File: src/rtl/if_player_pkg.sv
// Shared types and constants for the IF pulse player and the DDC bench.
package if_player_pkg;

    typedef enum logic [1:0] {
        IDLE  = 2'd0,
        PLAY  = 2'd1,
        GAP   = 2'd2,
        FLUSH = 2'd3
    } state_t;

    localparam int IF_ADDR_WIDTH = 11;
    localparam int IF_DATA_WIDTH = 12;

    // rom_en to if_valid latency: one ROM read cycle plus one output register.
    localparam int PIPE_LAT = 2;

endpackage

File: src/rtl/if_pulse_player_timer.sv
// PRI counter and pulse counter: generate the ROM read strobe/address and
// the end-of-pulse / end-of-train / end-of-PRI flags consumed by the FSM.
module if_pri_timer
    import if_player_pkg::*;
#(
    parameter int ADDR_WIDTH = IF_ADDR_WIDTH,
    parameter int PULSE_LEN  = 1500,
    parameter int PRI_LEN    = 2000,
    parameter int CNT_WIDTH  = 8
) (
    input  logic                  clk,
    input  logic                  rst,
    input  logic                  load,
    input  logic                  advance,
    input  logic                  play,
    input  logic [CNT_WIDTH-1:0]  num_pulses,
    output logic                  rom_en,
    output logic [ADDR_WIDTH-1:0] rom_addr,
    output logic [CNT_WIDTH-1:0]  pulse_idx,
    output logic                  first_addr,
    output logic                  last_addr,
    output logic                  last_pulse,
    output logic                  pri_end
);

    // One extra bit so PULSE_LEN == PRI_LEN == 2**k still fits the compare constants.
    localparam int PW = $clog2(PRI_LEN + 1);
    localparam logic [PW-1:0] PULSE_LIM = PW'(PULSE_LEN);
    localparam logic [PW-1:0] PULSE_END = PW'(PULSE_LEN - 1);
    localparam logic [PW-1:0] PRI_END   = PW'(PRI_LEN - 1);

    logic [PW-1:0]         cnt_reg, cnt_next;
    logic [CNT_WIDTH-1:0]  pidx_reg, pidx_next;
    logic [CNT_WIDTH-1:0]  npul_reg, npul_next;
    logic [ADDR_WIDTH-1:0] addr_reg, addr_next;

    always_comb begin
        cnt_next  = cnt_reg;
        pidx_next = pidx_reg;
        npul_next = npul_reg;
        addr_next = addr_reg;
        if (load) begin
            cnt_next  = '0;
            pidx_next = '0;
            npul_next = num_pulses;
        end else if (advance) begin
            if (pri_end) begin
                cnt_next  = '0;
                pidx_next = pidx_reg + CNT_WIDTH'(1);
            end else begin
                cnt_next = cnt_reg + PW'(1);
            end
        end
        // The address only tracks the count inside the pulse window and holds otherwise.
        if ((load || advance) && (cnt_next < PULSE_LIM))
            addr_next = ADDR_WIDTH'(cnt_next);
    end

    always_ff @(posedge clk or posedge rst) begin
        if (rst) begin
            cnt_reg  <= '0;
            pidx_reg <= '0;
            npul_reg <= '0;
            addr_reg <= '0;
        end else begin
            cnt_reg  <= cnt_next;
            pidx_reg <= pidx_next;
            npul_reg <= npul_next;
            addr_reg <= addr_next;
        end
    end

    assign rom_en     = play && (cnt_reg < PULSE_LIM);
    assign rom_addr   = addr_reg;
    assign pulse_idx  = pidx_reg;
    assign first_addr = (cnt_reg == '0);
    assign last_addr  = (cnt_reg == PULSE_END);
    assign last_pulse = (pidx_reg == (npul_reg - CNT_WIDTH'(1)));
    assign pri_end    = (cnt_reg == PRI_END);

endmodule

File: src/rtl/if_pulse_player.sv
// Replays a stored IF pulse from ROM as a train of N pulses at a fixed PRI,
// with framing, start/abort control and completion status.
module if_pulse_player
    import if_player_pkg::*;
#(
    parameter int ADDR_WIDTH = IF_ADDR_WIDTH,
    parameter int DATA_WIDTH = IF_DATA_WIDTH,
    parameter int PULSE_LEN  = 1500,
    parameter int PRI_LEN    = 2000,
    parameter int CNT_WIDTH  = 8
) (
    input  logic                         clk,
    input  logic                         rst,
    input  logic                         start,
    input  logic                         abort,
    input  logic [CNT_WIDTH-1:0]         num_pulses,
    output logic                         rom_en,
    output logic [ADDR_WIDTH-1:0]        rom_addr,
    input  logic signed [DATA_WIDTH-1:0] rom_data,
    output logic signed [DATA_WIDTH-1:0] if_data_out,
    output logic                         if_valid,
    output logic                         pulse_sop,
    output logic                         pulse_eop,
    output logic [CNT_WIDTH-1:0]         pulse_idx,
    output logic                         busy,
    output logic                         done
);

    localparam bit BACK_TO_BACK = (PRI_LEN == PULSE_LEN);

    typedef struct packed {
        logic                 valid;
        logic                 sop;
        logic                 eop;
        logic                 last;
        logic [CNT_WIDTH-1:0] idx;
    } tag_t;

    state_t state_reg, state_next;
    logic   flush_reg, flush_next;
    logic   zero_done_reg;
    logic   load, advance, zero_start, play;
    logic   first_addr, last_addr, last_pulse, pri_end;
    logic [CNT_WIDTH-1:0] timer_idx;
    tag_t   tag_in, tag_pre, tag_out;
    logic signed [DATA_WIDTH-1:0] data_reg;

    if_pri_timer #(
        .ADDR_WIDTH (ADDR_WIDTH),
        .PULSE_LEN  (PULSE_LEN),
        .PRI_LEN    (PRI_LEN),
        .CNT_WIDTH  (CNT_WIDTH)
    ) u_timer (
        .clk        (clk),
        .rst        (rst),
        .load       (load),
        .advance    (advance),
        .play       (play),
        .num_pulses (num_pulses),
        .rom_en     (rom_en),
        .rom_addr   (rom_addr),
        .pulse_idx  (timer_idx),
        .first_addr (first_addr),
        .last_addr  (last_addr),
        .last_pulse (last_pulse),
        .pri_end    (pri_end)
    );

    always_comb begin
        state_next = state_reg;
        flush_next = flush_reg;
        load       = 1'b0;
        advance    = 1'b0;
        zero_start = 1'b0;
        if (abort) begin
            state_next = IDLE;
        end else begin
            case (state_reg)
                IDLE: begin
                    if (start) begin
                        if (num_pulses != '0) begin
                            state_next = PLAY;
                            load       = 1'b1;
                        end else begin
                            zero_start = 1'b1;
                        end
                    end
                end
                PLAY: begin
                    if (last_addr && last_pulse) begin
                        state_next = FLUSH;
                        flush_next = 1'b0;
                    end else begin
                        advance = 1'b1;
                        if (last_addr && !BACK_TO_BACK)
                            state_next = GAP;
                    end
                end
                GAP: begin
                    advance = 1'b1;
                    if (pri_end)
                        state_next = PLAY;
                end
                FLUSH: begin
                    // Two cycles let the final sample drain through the pipeline.
                    if (flush_reg)
                        state_next = IDLE;
                    else
                        flush_next = 1'b1;
                end
                default: state_next = IDLE;
            endcase
        end
    end

    always_ff @(posedge clk or posedge rst) begin
        if (rst) begin
            state_reg     <= IDLE;
            flush_reg     <= 1'b0;
            zero_done_reg <= 1'b0;
        end else begin
            state_reg     <= state_next;
            flush_reg     <= flush_next;
            zero_done_reg <= zero_start;
        end
    end

    assign play = (state_reg == PLAY);
    assign busy = (state_reg != IDLE);

    always_comb begin
        tag_in       = '0;
        tag_in.valid = rom_en;
        tag_in.sop   = rom_en && first_addr;
        tag_in.eop   = rom_en && last_addr;
        tag_in.last  = rom_en && last_addr && last_pulse;
        tag_in.idx   = timer_idx;
    end

    for (genvar gi = 0; gi < PIPE_LAT; gi++) begin : g_pipe
        tag_t stage_in;
        tag_t stage_reg;

        if (gi == 0) begin : g_head
            assign stage_in = tag_in;
        end else begin : g_tail
            assign stage_in = g_pipe[gi-1].stage_reg;
        end

        always_ff @(posedge clk or posedge rst) begin
            if (rst) begin
                stage_reg <= '0;
            end else if (abort) begin
                stage_reg.valid <= 1'b0;
                stage_reg.sop   <= 1'b0;
                stage_reg.eop   <= 1'b0;
                stage_reg.last  <= 1'b0;
            end else begin
                stage_reg.valid <= stage_in.valid;
                stage_reg.sop   <= stage_in.sop;
                stage_reg.eop   <= stage_in.eop;
                stage_reg.last  <= stage_in.last;
                // Index holds between pulses so it always names the pulse last shown.
                if (stage_in.valid)
                    stage_reg.idx <= stage_in.idx;
            end
        end
    end

    assign tag_pre = g_pipe[PIPE_LAT-2].stage_reg;
    assign tag_out = g_pipe[PIPE_LAT-1].stage_reg;

    always_ff @(posedge clk or posedge rst) begin
        if (rst)
            data_reg <= '0;
        else if (abort || !tag_pre.valid)
            data_reg <= '0;
        else
            data_reg <= rom_data;
    end

    assign if_data_out = data_reg;
    assign if_valid    = tag_out.valid;
    assign pulse_sop   = tag_out.sop;
    assign pulse_eop   = tag_out.eop;
    assign pulse_idx   = tag_out.idx;
    assign done        = tag_out.last || zero_done_reg;

endmodule

File: config.mk
export PLATFORM = sky130hd
export DESIGN_NAME = if_pulse_player
export DESIGN_NICKNAME = d
export VERILOG_FILES = /design/src/rtl/if_player_pkg.sv /design/src/rtl/if_pulse_player_timer.sv /design/src/rtl/if_pulse_player.sv
export SDC_FILE = /design/constraint.sdc
export NUM_CORES = 1
export LEC_CHECK = 0
export CORE_MARGIN = 2
export CORE_UTILIZATION = 50
export DETAILED_ROUTE_END_ITERATION = 16
export GPL_TIMING_DRIVEN = 0
export PLACE_DENSITY_LB_ADDON = 0.12
export SLEW_MARGIN = 30
export SYNTH_ARGS = -nofsm -noshare
export SYNTH_HDL_FRONTEND = slang
export SYNTH_SLANG_ARGS = --single-unit
export TNS_END_PERCENT = 20
File: constraint.sdc
create_clock -name clk -period 4 [get_ports clk]
set_input_delay 0.8 -clock clk [delete_from_list [all_inputs] [get_ports clk]]
set_output_delay 0.8 -clock clk [all_outputs]
set_load 0.02 [all_outputs]
==> Flow_metrics.wiki, run 1 <==
{| class="wikitable"
! Metric !! Value
|-
| Pin count of the biggest net entering global routing || 45
|-
| List of cells traversed by the critical path || clkdlybuf4s50_1, nor2b_1, o21ai_0, or2_1, a2111oi_2, nand2_1, mux2_2, a311oi_4, buf_12, mux2_2
|-
| Post-Synthesis Cell Area || 4050 um^2
|-
| Number of distinct library cells after synthesis || 59
|-
| Number of DRC markers after the initial detailed-route iteration || 207
|-
| Core region area || 7810 um^2
|-
| Skew-Pair Late Insertion Delay || 0.35 ns
|-
| Synthesized flop and latch total || 78
|-
| Worst Setup End Kind || flip-flop
|-
| CTS Root Cell || sky130_fd_sc_hd__clkbuf_8
|-
| Fill cells || 634
|-
| Count of antenna-violating nets left after detailed routing || 0
|-
| Routability-driven placement congestion ratio || 0.914
|-
| Number of warnings issued by yosys || 0
|-
| Wire length of the first global-routing pass || 14300 um
|-
| Crit path kind || primary input to flip-flop
|-
| Highest net fanout along the worst path || 10
|-
| Number of antenna diodes || 0
|-
| Worst slew pin tran || 0.944 ns
|-
| Port-buffer cells || 60
|-
| DIE HEIGHT || 94 um
|-
| Slowest cell on the critical path || sky130_fd_sc_hd__a2111oi_2
|-
| Max Clock Skew || 0.00646 ns
|-
| Final Instance Area || 5020 um^2
|-
| Routed len/inst || 15.4 um
|-
| Final number of max-transition violations || 0
|-
| Most area-consuming cells after synthesis || sky130_fd_sc_hd__dfrtp_1 48%, sky130_fd_sc_hd__mux2_2 7.2%, sky130_fd_sc_hd__nand2_1 3.2%
|-
| Delay of the slowest cell on the worst path || 0.50 ns
|-
| Most used cells in the layout excluding fill and tap cells || 78 x sky130_fd_sc_hd__dfrtp_1, 60 x sky130_fd_sc_hd__clkdlybuf4s50_1, 34 x sky130_fd_sc_hd__nand2_1
|-
| Proportion of register bits with asynchronous set or reset after synthesis || 100%
|-
| Cell Pwr Density || 384 nW/um^2
|-
| Number of hold violations in the final report || 0
|-
| Via density per instance || 5.57
|-
| WL final || 8740 um
|-
| Number of search-and-repair iterations in the first detailed-routing pass || 5
|-
| Most frequent cell on the critical path || sky130_fd_sc_hd__mux2_2
|-
| Placed cell areas || 4800 um^2
|-
| Total number of vias || 3167
|-
| H-Tree Level Count || 3
|-
| Die width || 94 um
|-
| Worst Hold Class || flip-flop to flip-flop
|-
| Site Rows || 32
|-
| Final worst path period share || 94.7%
|-
| Most common library cell in the layout ignoring fill and taps || sky130_fd_sc_hd__dfrtp_1
|-
| WP data required || 4.23 ns
|-
| Clock net sink count || 78
|-
| Total gr overflow || 0
|-
| Placed wire-length estimate || 6290 um
|-
| Net count reported at finish || 494
|-
| Effective utilization at floorplan || 51.9%
|-
| Status || finished clean
|-
| Number of buffers on the longest clock path || 2
|-
| Register Area || 1950 um^2
|-
| Critical Path Source Type || primary input
|-
| Portion of the post-synthesis area used by sequential elements || 48.2%
|-
| Cell type with the largest total area after synthesis || sky130_fd_sc_hd__dfrtp_1
|-
| Die ar. || 8840 um^2
|-
| Footprint of the multi-input gates || 1860 um^2
|-
| Final standard cell utilization of the core || 64.3%
|-
| LEAKAGE || 2.24 nW
|-
| Clock-pin slew of the registers on the worst-case setup and hold paths || 0.08 ns
|-
| Layout cell share with drive strength beyond 1 || 16.7%
|-
| Via count of the first global-routing pass || 3036
|-
| Max FFs per register || 13
|-
| Antenna violations before repair || 0
|-
| CTS tree || built
|-
| Synthesized netlist cell count || 389
|-
| Mean cell area of the mapped netlist || 10.4 um^2
|-
| MaxCap Viol Count || 0
|-
| Remaining max-slew budget at the tightest pin || 36.8%
|-
| DRC violations left || 0
|-
| Number of clock buffers inserted by TritonCTS || 9
|-
| Achievable clock frequency || 264 MHz
|-
| Area added between synthesis and finish || 24.0%
|-
| Post-synth top flop || sky130_fd_sc_hd__dfrtp_1
|-
| Net count after synthesis || 421
|-
| Number of flops mapped to enable cells by yosys || 0
|-
| Minimum period implied by the final worst setup slack || 3.79 ns
|-
| Worst voltage drop across the vdd grid || 0.000223 V
|-
| Share of the synthesized area in the top cell type || 48.2%
|-
| Final setup viols || 0
|-
| Tot GR Track Use || 20.8%
|-
| Setup repair after global routing missed its margin || no
|-
| Data arrival time at the worst-slack endpoint || 4.02 ns
|-
| I/O pins || 61
|}
-- final cells by class --
type / count / share of cell area, %
flip-flops and latches: 78 / 38.9
inverters: 13 / 1.02
clock inverters: 7 / 1.47
repair buffers: 62 / 12.8
multi-input cells: 271 / 37.1
plain buffers: 27 / 3.79
well taps: 102 / 2.54
clock buffers: 9 / 2.47
-- per-layer routing --
layer	GRT usage, %	routed length [um]	vias up
met5	0	0	-
met4	6.40	65	0
met3	6.10	613	7
met2	32.6	4150	123
met1	27.9	3910	1527
li1	-	-	1510
-- where the power goes --
group / total [mW] / internal [mW] / switching [mW] / leakage [nW]
registers: 0.886 / 0.837 / 0.0493 / 1.07
clock network: 0.591 / 0.289 / 0.302 / 0.0879
logic: 0.450 / 0.208 / 0.241 / 1.08
-- worst max-delay path: cells and delay by family --
kind / cells / cell delay (ns)
AOI/OAI and AO/OA: 3 / 1.21
buffers and inverters: 2 / 0.63
muxes: 2 / 0.65
and+or+nand+nor: 3 / 0.73
-- stage by stage --
stage	power (mW)	setup TNS (ns)	instances	hold WS [ns]	setup slack [ns]
global placement	1.32	-5.44	551	0.444	-0.386
detailed placement	1.34	-3.88	552	0.451	-0.423
CTS	1.95	0	569	0.479	0.0965
floorplan	1.19	0	389	0.439	0.572
global route	2.03	0	569	0.504	0.0575
finish	1.93	0	569	0.469	0.214
-- Yosys cell counts (all sizes together) (2+ instances only) --
library cell,count
clkbuf,7
nand3,11
and3,6
a21oi,17
nor3b,3
mux2,26
o21ai,16
and2,18
inv,13
and4,5
xnor2,11
nand4,6
nand2b,6
nand2,34
a2111oi,4
xor2,7
o31ai,3
nor3,12
o21bai,3
nor2,27
or2,3
nor2b,7
nor4,4
a311oi,3
buf,20
or4,5
ha,8
a211oi,4
nor4b,2
dfrtp,78
nand3b,4
o2bb2ai,2
-- path summary, 6_finish.rpt --
kind	from	end	slack [ns]	depth (start not counted)
worst max-delay path	abort	u_timer.rom_addr[6]	0.21	10
worst min-delay path	g_pipe[0].stage_reg[10]	pulse_sop	0.47	1
worst max register to register	state_reg[0]	u_timer.rom_addr[6]	0.33	11
worst min register to register	g_pipe[0].stage_reg[10]	pulse_sop	0.47	1
max in group asynchronous	rst	pulse_eop	2.61	3
min in group asynchronous	rst	if_data_out[2]	0.81	2
-- timing repair --
item,in CTS,in global routing
endpoints found under the setup margin,9,9
hold endpoints to repair,0,0
hold buffers,0,0
resized for setup,0,1
buffers inserted,1,0
pin swaps,1,0
-- cells by family (layout without fill, tap and decap cells) --
group | count (synthesis) | after routing | share of synthesized area, %
simple gates | 155 | 155 | 20.7
flops | 78 | 78 | 48.2
compound gates | 64 | 64 | 11.6
buf+inv | 40 | 118 | 5.90
mux | 26 | 26 | 7.23
xor+xnor | 18 | 18 | 3.89
fa+ha+maj | 8 | 8 | 2.47
No activity file was read; power rests on OpenSTA's default activity.
==> run 2, diff against run 1 <==
- REMOVE_ABC_BUFFERS: default -> 1
==> run 2 against run 1 <==
Net effect:
- clock power grew 5.9%
- non-clock buffer count shrank 23
- routed wire length shrank 5.1%
- cell count shrank 4.0%
- critical path type unchanged
- critical endpoint is now u_timer.rom_addr[2]
- largest power group unchanged
- highest routed layer unchanged
==> Flow_metrics.wiki, run 2 (same netlist as run 1, synthesis figures left out) <==
{| class="wikitable"
! Metric !! Value
|-
| Die ar. || 8840 um^2 (unchanged)
|-
| Wire length of the first global-routing pass || 14100 um (-1.6%)
|-
| Register Area || 1950 um^2 (unchanged)
|-
| Number of DRC markers after the initial detailed-route iteration || 166 (-20%)
|-
| H-Tree Level Count || 3 (unchanged)
|-
| Worst path buffer plus inverter count || 2 (unchanged)
|-
| Placed wire-length estimate || 5780 um (-8.1%)
|-
| Die width || 94 um (unchanged)
|-
| R2r endpoint || u_timer.rom_addr[2]
|-
| Startpoint of the lowest-slack hold path || g_pipe[0].stage_reg[8]
|-
| Effective utilization at floorplan || 51.9% (unchanged)
|-
| Pin count of the biggest net entering global routing || 41 (-8.9%)
|-
| Hold Worst Slack || 0.466 ns (-0.00287 ns)
|-
| Antenna violations before repair || 0 (unchanged)
|-
| Footprint of the multi-input gates || 1880 um^2 (+1.0%)
|-
| Status || finished clean
|-
| Layout cell share with drive strength beyond 1 || 14.2% (-2.5 points)
|-
| Worst Hold Class || flip-flop to flip-flop
|-
| Delay of the slowest cell on the worst path || 0.65 ns (+0.15 ns)
|-
| Slowest cell on the critical path || sky130_fd_sc_hd__clkdlybuf4s50_1
|-
| Via count of the first global-routing pass || 2941 (-3.1%)
|-
| Number of hold violations in the final report || 0 (unchanged)
|-
| Endpoint, Worst Hold || g_pipe[1].stage_reg[8]
|-
| DRC violations left || 0 (unchanged)
|-
| Reg2reg path depth || 11 (unchanged)
|-
| Final worst path period share || 95.4% (+0.75 points)
|-
| Tot GR Track Use || 20.4% (-0.44 points)
|-
| Category of cells accounting for the largest share of critical-path delay || simple AND/OR/NAND/NOR gates
|-
| Worst slew pin tran || 0.867 ns (-0.0766 ns)
|-
| Minimum period implied by the final worst setup slack || 3.82 ns (+0.0300 ns)
|-
| Count of antenna-violating nets left after detailed routing || 0 (unchanged)
|-
| Routed len/inst || 15.2 um (-1.2%)
|-
| Area added between synthesis and finish || 20.5%
|-
| Core region area || 7810 um^2 (unchanged)
|-
| Worst path setup slack after routing || 0.184 ns (-0.0300 ns)
|-
| CTS Root Cell || sky130_fd_sc_hd__clkbuf_8
|-
| Crit path kind || primary input to flip-flop
|-
| Max FFs per register || 13 (unchanged)
|-
| Most common library cell in the layout ignoring fill and taps || sky130_fd_sc_hd__dfrtp_1
|-
| Via density per instance || 5.50 (-1.1%)
|-
| Highest net fanout along the worst path || 13 (+3)
|-
| Skew-Pair Late Insertion Delay || 0.37 ns (+0.02 ns)
|-
| R2R Path Start || u_timer.npul_reg[0]
|-
| Number of standard cells in the layout, taps in and fillers out || 546 (-4.0%)
|-
| Remaining max-slew budget at the tightest pin || 42.0% (+5.1 points)
|-
| I/O pins || 61 (unchanged)
|-
| Clock net sink count || 78 (unchanged)
|-
| Setup crit start || abort
|-
| Final standard cell utilization of the core || 62.5% (-1.8 points)
|-
| Number of clock buffers inserted by TritonCTS || 9 (unchanged)
|-
| WL final || 8290 um (-5.1%)
|-
| Critical Path Source Type || primary input
|-
| Count of placed standard cells including taps || 525 (-4.9%)
|-
| Clock-pin slew of the registers on the worst-case setup and hold paths || 0.09 ns (about the same)
|-
| WP data required || 4.25 ns (+0.02 ns)
|-
| Achievable clock frequency || 262 MHz (-0.79%)
|-
| Routability-driven placement congestion ratio || 0.904 (-1.1%)
|-
| Number of antenna diodes || 0 (unchanged)
|-
| Total gr overflow || 0 (unchanged)
|-
| CTS tree || built
|-
| Cell Pwr Density || 398 nW/um^2 (+3.6%)
|-
| Data arrival time at the worst-slack endpoint || 4.07 ns (+0.05 ns)
|-
| MaxCap Viol Count || 0 (unchanged)
|-
| LEAKAGE || 2.15 nW (-4.0%)
|-
| Net count reported at finish || 471 (-4.7%)
|-
| Cells on Worst Hold Path || 1 (unchanged)
|-
| Worst voltage drop across the vdd grid || 0.000405 V (+81%)
|-
| DIE HEIGHT || 94 um (unchanged)
|-
| Number of search-and-repair iterations in the first detailed-routing pass || 4 (-1)
|-
| Worst Setup End Kind || flip-flop
|-
| Reg-to-reg setup timing slack || 0.41 ns (+0.08 ns)
|-
| Worst slack at placement || -0.620 ns (-0.197 ns)
|-
| Site Rows || 32 (unchanged)
|-
| Final number of max-transition violations || 0 (unchanged)
|-
| Number of buffers on the longest clock path || 2 (unchanged)
|-
| Max Clock Skew || 0.0117 ns (+0.00528 ns)
|-
| Port-buffer cells || 60 (unchanged)
|-
| List of cells traversed by the critical path || clkdlybuf4s50_1, nand2b_1, nor2_1, a31oi_1, a311oi_1, nor4b_2, a211oi_2, a311oi_4, buf_4, mux2_2
|-
| Fill cells || 669 (+5.5%)
|-
| Most used cells in the layout excluding fill and tap cells || 78 x sky130_fd_sc_hd__dfrtp_1, 60 x sky130_fd_sc_hd__clkdlybuf4s50_1, 34 x sky130_fd_sc_hd__nand2_1
|-
| Final setup viols || 0 (unchanged)
|-
| Total number of vias || 3005 (-5.1%)
|-
| Final TNS setup || 0 ns (unchanged)
|}
run 2: cell count changes in the layout (fill, tap and decap cells not counted), moves of 2 or more:
cell / delta
sky130_fd_sc_hd__buf_2: -5
sky130_fd_sc_hd__inv_8: +2
sky130_fd_sc_hd__buf_6: -6
sky130_fd_sc_hd__clkinvlp_4: -3
sky130_fd_sc_hd__buf_4: -4
sky130_fd_sc_hd__clkbuf_1: -6
sky130_fd_sc_hd__inv_6: +2
run 2: what timing repair did:
item	in CTS	in global routing
resized for setup	1	2
hold buffers	0	0
pin swaps	1	1
hold endpoints to repair	0	0
setup buffers	3	2
setup endpoints to repair	9	9
run 2: final cells by class:
cell class,count,share of cell area (%)
clock inverters,7,1.77
multi-input cells,271,38.6
well taps,102,2.61
clock buffers,9,2.54
repair buffers,66,13.5
flip-flops and latches,78,40.0
inverters,13,1.05
run 2: per-stage QoR:
step	total power, mW	cell area (um^2)
CTS	1.96	4860
detailed placement	1.32	4620
finish	1.94	4880
global placement	1.30	4590
global route	2.04	4880
floorplan	1.17	3860
run 2: worst register-to-register path, stage by stage (launching register included):
cell and delay, ns:
sky130_fd_sc_hd__dfrtp_1 0.50, sky130_fd_sc_hd__inv_1 0.10, sky130_fd_sc_hd__ha_1 0.32, sky130_fd_sc_hd__nor3b_1 0.20
sky130_fd_sc_hd__a211o_1 0.27, sky130_fd_sc_hd__a2111oi_4 0.38, sky130_fd_sc_hd__a21oi_2 0.14, sky130_fd_sc_hd__o21ai_1 0.32
sky130_fd_sc_hd__mux2_2 0.42, sky130_fd_sc_hd__a311oi_4 0.32, sky130_fd_sc_hd__buf_4 0.20, sky130_fd_sc_hd__mux2_2 0.33
run 2: power by group:
part           internal [mW]  switching [mW]
Clock                  0.303           0.323
Sequential             0.837          0.0619
Combinational          0.197           0.220
run 2: how the worst max path moves through the flow:
stage | end | slack [ns] | cells after the start
floorplan | u_timer.rom_addr[0] | 0.36 | 8
global placement | u_timer.rom_addr[1] | -0.57 | 9
global route | u_timer.rom_addr[4] | -0.02 | 10
finish | u_timer.rom_addr[2] | 0.18 | 10
CTS | u_timer.rom_addr[7] | 0.16 | 10
detailed placement | u_timer.rom_addr[7] | -0.62 | 9
run 2: layer usage:
layer | vias up | wire (um) | GRT usage [%]
met5 | - | 0 | 0
met4 | 0 | 110 | 7.49
met3 | 10 | 477 | 5.70
met2 | 66 | 3980 | 31.1
met1 | 1462 | 3720 | 27.8
li1 | 1467 | - | -
